<file path="src/rtl/rotary_quad_decoder_if.sv">
// Bundle of per-channel control, raw encoder contacts and decoded outputs
// for the rotary_quad_decoder front end.
interface rotary_quad_decoder_if #(
    parameter int NUM_CH = 2,
    parameter int CNT_W  = 8
);
    logic                    en;
    logic [NUM_CH-1:0]       clr;
    logic [NUM_CH-1:0]       rot_a;
    logic [NUM_CH-1:0]       rot_b;
    logic [NUM_CH-1:0]       rot_event;
    logic [NUM_CH-1:0]       step;
    logic [NUM_CH-1:0]       step_left;
    logic [NUM_CH*CNT_W-1:0] pos;
    logic [NUM_CH-1:0]       ovf;

    modport master (
        output en, clr, rot_a, rot_b,
        input  rot_event, step, step_left, pos, ovf
    );

    modport slave (
        input  en, clr, rot_a, rot_b,
        output rot_event, step, step_left, pos, ovf
    );
endinterface

</file>
<file path="src/rtl/rotary_quad_decoder.sv">
// Multi-channel rotary encoder front end: sync, debounce, hysteretic event,
// direction, one-cycle step pulse and a wrapping or saturating position.
module rotary_quad_decoder #(
    parameter int NUM_CH     = 2,
    parameter int CNT_W      = 8,
    parameter int DEB_CYCLES = 4,
    parameter bit WRAP       = 1'b1
) (
    input logic                  clk,
    input logic                  rst_n,
    rotary_quad_decoder_if.slave bus
);

    localparam int              DEB_W    = (DEB_CYCLES > 1) ? $clog2(DEB_CYCLES) : 1;
    localparam logic [DEB_W-1:0] DEB_LAST = DEB_W'(DEB_CYCLES - 1);
    localparam logic [CNT_W-1:0] POS_MAX  = '1;

    // Contact pairs are packed as {a, b}: bit 1 = A, bit 0 = B.
    logic [1:0]       sync1   [NUM_CH];
    logic [1:0]       sync2   [NUM_CH];
    logic [1:0]       filt    [NUM_CH];
    logic [DEB_W-1:0] deb_cnt [NUM_CH][2];
    logic [CNT_W-1:0] pos_q   [NUM_CH];

    logic [NUM_CH-1:0] rot_event_q;
    logic [NUM_CH-1:0] rot_event_d;
    logic [NUM_CH-1:0] dir_q;
    logic [NUM_CH-1:0] step_q;
    logic [NUM_CH-1:0] step_left_q;
    logic [NUM_CH-1:0] ovf_q;
    logic [NUM_CH-1:0] step_fire;

    assign step_fire = {NUM_CH{bus.en}} & rot_event_q & ~rot_event_d;

    always_ff @(posedge clk or negedge rst_n) begin
        if (!rst_n) begin
            // NOTE: these per-channel arrays are ordinary flops, not RAM, so every element is reset.
            for (int i = 0; i < NUM_CH; i++) begin
                sync1[i]      <= '0;
                sync2[i]      <= '0;
                filt[i]       <= '0;
                deb_cnt[i][0] <= '0;
                deb_cnt[i][1] <= '0;
                pos_q[i]      <= '0;
            end
            rot_event_q <= '0;
            rot_event_d <= '0;
            dir_q       <= '0;
            step_q      <= '0;
            step_left_q <= '0;
            ovf_q       <= '0;
        end else begin
            // NOTE: non-blocking assignments so every register samples pre-edge values.
            rot_event_d <= rot_event_q;
            step_q      <= step_fire;
            step_left_q <= dir_q;
            for (int i = 0; i < NUM_CH; i++) begin
                sync1[i] <= {bus.rot_a[i], bus.rot_b[i]};
                sync2[i] <= sync1[i];

                for (int j = 0; j < 2; j++) begin
                    if (sync2[i][j] == filt[i][j]) begin
                        deb_cnt[i][j] <= '0;
                    end else if (deb_cnt[i][j] == DEB_LAST) begin
                        filt[i][j]    <= sync2[i][j];
                        deb_cnt[i][j] <= '0;
                    end else begin
                        deb_cnt[i][j] <= deb_cnt[i][j] + DEB_W'(1);
                    end
                end

                // Hysteresis: 11 sets the event, 00 clears it, mixed states pick direction.
                case (filt[i])
                    2'b11: rot_event_q[i] <= 1'b1;
                    2'b00: rot_event_q[i] <= 1'b0;
                    2'b10: dir_q[i]       <= 1'b1;
                    2'b01: dir_q[i]       <= 1'b0;
                    default: ;
                endcase

                if (bus.clr[i]) begin
                    pos_q[i] <= '0;
                    ovf_q[i] <= 1'b0;
                end else if (step_fire[i]) begin
                    if (!dir_q[i]) begin
                        if (pos_q[i] == POS_MAX) begin
                            ovf_q[i] <= 1'b1;
                            if (WRAP) pos_q[i] <= '0;
                        end else begin
                            pos_q[i] <= pos_q[i] + CNT_W'(1);
                        end
                    end else begin
                        if (pos_q[i] == '0) begin
                            ovf_q[i] <= 1'b1;
                            if (WRAP) pos_q[i] <= POS_MAX;
                        end else begin
                            pos_q[i] <= pos_q[i] - CNT_W'(1);
                        end
                    end
                end
            end
        end
    end

    assign bus.rot_event = rot_event_q;
    assign bus.step      = step_q;
    assign bus.step_left = step_left_q;
    assign bus.ovf       = ovf_q;

    always_comb begin
        // NOTE: default first so no path through the loop leaves bits unassigned (no latch).
        bus.pos = '0;
        for (int i = 0; i < NUM_CH; i++) begin
            bus.pos[i*CNT_W +: CNT_W] = pos_q[i];
        end
    end

endmodule

</file>
<file path="src/flat_wrapper.sv">
// flat-port wrapper written by rule: the top's interface ports become plain ports
module rotary_quad_decoder_flat 
#(
    parameter int NUM_CH     = 2,
    parameter int CNT_W      = 8,
    parameter int DEB_CYCLES = 4,
    parameter bit WRAP       = 1'b1
)
  (clk, rst_n, bus_en, bus_clr, bus_rot_a, bus_rot_b, bus_rot_event, bus_step, bus_step_left, bus_pos, bus_ovf);
  rotary_quad_decoder_if #(.NUM_CH(NUM_CH), .CNT_W(CNT_W)) bus_i ();
  input logic clk;
  input logic rst_n;
  input wire logic [$bits(bus_i.en)-1:0] bus_en;
  input wire logic [$bits(bus_i.clr)-1:0] bus_clr;
  input wire logic [$bits(bus_i.rot_a)-1:0] bus_rot_a;
  input wire logic [$bits(bus_i.rot_b)-1:0] bus_rot_b;
  output wire logic [$bits(bus_i.rot_event)-1:0] bus_rot_event;
  output wire logic [$bits(bus_i.step)-1:0] bus_step;
  output wire logic [$bits(bus_i.step_left)-1:0] bus_step_left;
  output wire logic [$bits(bus_i.pos)-1:0] bus_pos;
  output wire logic [$bits(bus_i.ovf)-1:0] bus_ovf;
  assign bus_i.en = bus_en;
  assign bus_i.clr = bus_clr;
  assign bus_i.rot_a = bus_rot_a;
  assign bus_i.rot_b = bus_rot_b;
  assign bus_rot_event = bus_i.rot_event;
  assign bus_step = bus_i.step;
  assign bus_step_left = bus_i.step_left;
  assign bus_pos = bus_i.pos;
  assign bus_ovf = bus_i.ovf;
  rotary_quad_decoder #(.NUM_CH(NUM_CH), .CNT_W(CNT_W), .DEB_CYCLES(DEB_CYCLES), .WRAP(WRAP)) u_core (.clk(clk), .rst_n(rst_n), .bus(bus_i));
endmodule
</file>
<file path="config.mk">
export PLATFORM = sky130hd
export DESIGN_NAME = rotary_quad_decoder_flat
export DESIGN_NICKNAME = d
export VERILOG_FILES = /design/src/rtl/rotary_quad_decoder_if.sv /design/src/rtl/rotary_quad_decoder.sv /design/src/flat_wrapper.sv
export SDC_FILE = /design/constraint.sdc
export NUM_CORES = 1
export LEC_CHECK = 0
export CORE_MARGIN = 4
export CORE_UTILIZATION = 45
export CTS_BUF_LIST = sky130_fd_sc_hd__clkbuf_8
export DETAILED_ROUTE_END_ITERATION = 8
export GPL_TIMING_DRIVEN = 1
export PLACE_DENSITY_LB_ADDON = 0.12
export SYNTH_ARGS = -nofsm -noshare
export SYNTH_HDL_FRONTEND = slang
export SYNTH_SLANG_ARGS = --single-unit
</file>
<file path="constraint.sdc">
create_clock -name clk -period 2.5 [get_ports clk]
set_input_delay 0.25 -clock clk [delete_from_list [all_inputs] [get_ports clk]]
set_output_delay 0.25 -clock clk [all_outputs]
set_load 0.01 [all_outputs]
</file>
==> results.md <==
| Metric | This run | Unit |
|:---|:---|:---|
| Count of routing violations after the opening detailed-route iteration | 252 | - |
| Cell types occupying the most area after synthesis | dfrtp_1, ha_1, o21ai_0 | - |
| Antenna Diode Count | 0 | - |
| Fmax | 499.4 | MHz |
| Maximum buffer depth of the clock tree | 2 | - |
| Count of flip-flops with a built-in enable after synthesis | 0 | - |
| Die Footprint | 6978 | um2 |
| Count of maximum capacitance violations | 0 | - |
| Leakage power of the design | 1.389 | nW |
| Avg Vias per Cell | 5.516 | - |
| Critical Path RT | 2730 | ps |
| Final Max Slew Viols | 0 | - |
| Post-route antenna net violation count | 0 | - |
| Fraction of layout instances using a drive strength above 1 | 8.108 | % |
| Power per Cell Area | 1100 | nW/um2 |
| Highest routed metal layer | met4 | - |
| Sinks on Clock Net | 48 | - |
| Total length of routed met3 wires | 299 | um |
| Number of synthesized register bits | 48 | - |
| GRT Resource Usage Total | 15.63 | % |
| Type of the most critical hold path | flop to flop | - |
| Period utilisation layout | 80.09 | % |
| Most used flip-flop cell after synthesis | dfrtp_1 | - |
| Area of the multi-input gates | 1247 | um2 |
| Setup repair after global routing missed its margin | no | - |
| Post-Syn Area | 2567 | um2 |
| Worst Clk Skew | 7.601 | ps |
| Antenna violations before repair | 0 | - |
| Number of fill cells in the layout | 480 | - |
| Outcome | complete, no violations | - |
| DR pass1 iterations | 4 | - |
| Global-route wire length before repair | 9080 | um |
| Detailed-routed wire length on met2 | 2380 | um |
| Met1 wire length | 2551 | um |
| Least-Margin Pin Slew | 525.5 | ps |
| Worst slew margin relative to its limit | 64.96 | % |
| Worst setup SP type | flop | - |
| Post-route design area | 3090 | um2 |
| Post-detail-place hpwl | 3782 | um |
| Sequential share of the synthesized area | 46.78 | % |
| Total count of hold-check failures in the final report | 0 | - |
| Vias in the first global route | 1898 | - |
| Total number of yosys warnings | 0 | - |
| Setup Total Neg Slack | 0 | ps |
| Core area | 5507 | um2 |
| Share of Yosys cell area claimed by the top area cell type | 46.78 | % |
| Final weighted congestion of routability-driven global placement | 0.9142 | - |
| Std cell rows | 27 | - |
| TritonCTS buffer count | 5 | - |
| Most frequent cell after synthesis | dfrtp_1 | - |
| CTS clock-pin slew for the worst setup and hold paths | 90 | ps |
| Die height | 83.54 | um |
| Largest fanout on the critical path | 10 | - |
| Nets | 319 | - |
| Final min period | 2002 | ps |
| Clock Root Buffer | clkbuf_8 | - |
| Synthesized netlist cell count | 261 | - |
| Detailed-route wire length per cell | 14.40 | um |
| Synth unique cells | 56 | - |
| Setup crit end kind | flop | - |
| Async set-or-reset flop fraction in the synthesized netlist | 100.0 | % |
| Mapped Nets | 284 | - |
| Post-synthesis to final-layout area growth | 20.37 | % |
| Count of buffers added by post-CTS timing repair for setup | 0 | - |
| Horizontal extent of the die | 83.54 | um |
| FF+latch area | 1201 | um2 |
| Post-Synthesis Mean Instance Area | 9.837 | um2 |
| Final routed wirelength across all metal layers | 5299 | um |
| Classification of the worst setup path | flop to flop | - |
| Count of H-tree levels built during CTS | 2 | - |
| Number of placed I/O pins | 33 | - |
| Ranking of synthesized cells by instance count | dfrtp_1, nand2_1, nor2_1, o21ai_0, a21oi_1 | - |
| Worst slack on hold paths | 354.0 | ps |
| Insertion delay of the later-clocked pin in the worst-skew pair | 300 | ps |
| Number of buffers inserted by port buffering | 32 | - |
| Cell taking the most area after synthesis | dfrtp_1 | - |
| DRC errors left | 0 | - |
| Number of failing setup endpoints in the final timing report | 0 | - |
| Area of placed instances | 2952 | um2 |
| Data arrival at the endpoint of the critical path | 2230 | ps |
| Final core utilization | 56.12 | % |
| Total number of vias | 2030 | - |
| Largest net degree at the start of global routing | 19 | - |
| Power consumption | 3.399 | mW |
| Worst VDD drop | 688.0 | uV |
| Total grt overflow | 0 | - |
| CTS tree | yes | - |
| Starting density of the core | 46.63 | % |
## kinds of logic after synthesis
logic type	share of synthesized area, %
AO/OA/AOI/OAI	17.79
XOR/XNOR	3.752
adder cells (fa/ha/maj)	6.823
buffers and inverters	4.629
flip-flops	46.78
multiplexers	1.170
AND/OR/NAND/NOR	19.06
## sequential cells by signal (all words and copies together), names as in the netlist, 4 cells and up
signal and cells:
u_core.sync1 4, u_core.sync2 4, u_core.filt 4, u_core.deb_cnt 8, u_core.bus.pos 16
## metrics by stage
step	setup WS (ps)	cells
3_5_place_dp	403.9	360
4_1_cts	503.5	368
5_1_grt	278.9	368
3_3_place_gp	459.9	360
6_report	497.8	368
2_1_floorplan	648.0	261
## worst max-delay path, stage by stage, from the launching register on
cell      delay, ps
dfrtp_1         500
ha_1            300
and4b_1         230
nand4_1         160
nand3b_2        120
or4_1           520
o21ai_1          90
## what timing repair did
action                    4_1_cts  5_1_grt
hold endpoints to repair       16        0
hold buffers                    1        0
gates resized for setup         0        0
## power by group
group	internal, mW	switching [mW]
Clock	0.394	0.257
Combinational	0.720	0.739
Sequential	1.00	0.289
Total	2.11	1.29
## worst paths after layout
check,endpoint,slack [ps],cells after the start,start
max,u_core.bus.pos[10],500,6,u_core.bus.pos[8]
min,u_core.sync2[1],350,0,u_core.sync1[1]
max reg2reg,u_core.bus.pos[10],500,6,u_core.bus.pos[8]
min reg2reg,u_core.sync2[1],350,0,u_core.sync1[1]
max in group asynchronous,u_core.deb_cnt[2],1510,3,rst_n
min in group asynchronous,u_core.bus.pos[5],410,2,rst_n
## cell type report
cell class | count | share of cell area (%)
Clock buffer | 5 | 2.227
Clock inverter | 2 | 1.943
Inverter | 16 | 1.943
Multi-Input combinational cell | 187 | 40.36
Sequential cell | 48 | 38.87
Tap cell | 72 | 2.915
Timing Repair Buffer | 38 | 11.74
## layout by cell type (no fill, tap or decap), types with 7 or more instances in the layout
cell / n
nand2_1: 19
o21ai_0: 17
nor3_1: 7
nor2_1: 18
nand3_1: 10
clkdlybuf4s50_1: 31
nor2b_1: 7
ha_1: 14
a21oi_1: 16
inv_1: 15
dfrtp_1: 48
xnor2_1: 7
## routing by layer
layer / global-route usage [%] / up-vias
li1: - / 1002
met2: 24.42 / 67
met5: 0 / -
met4: 4.240 / 0
met3: 3.850 / 8
met1: 21.76 / 953
(Power assumes the default switching activity.)
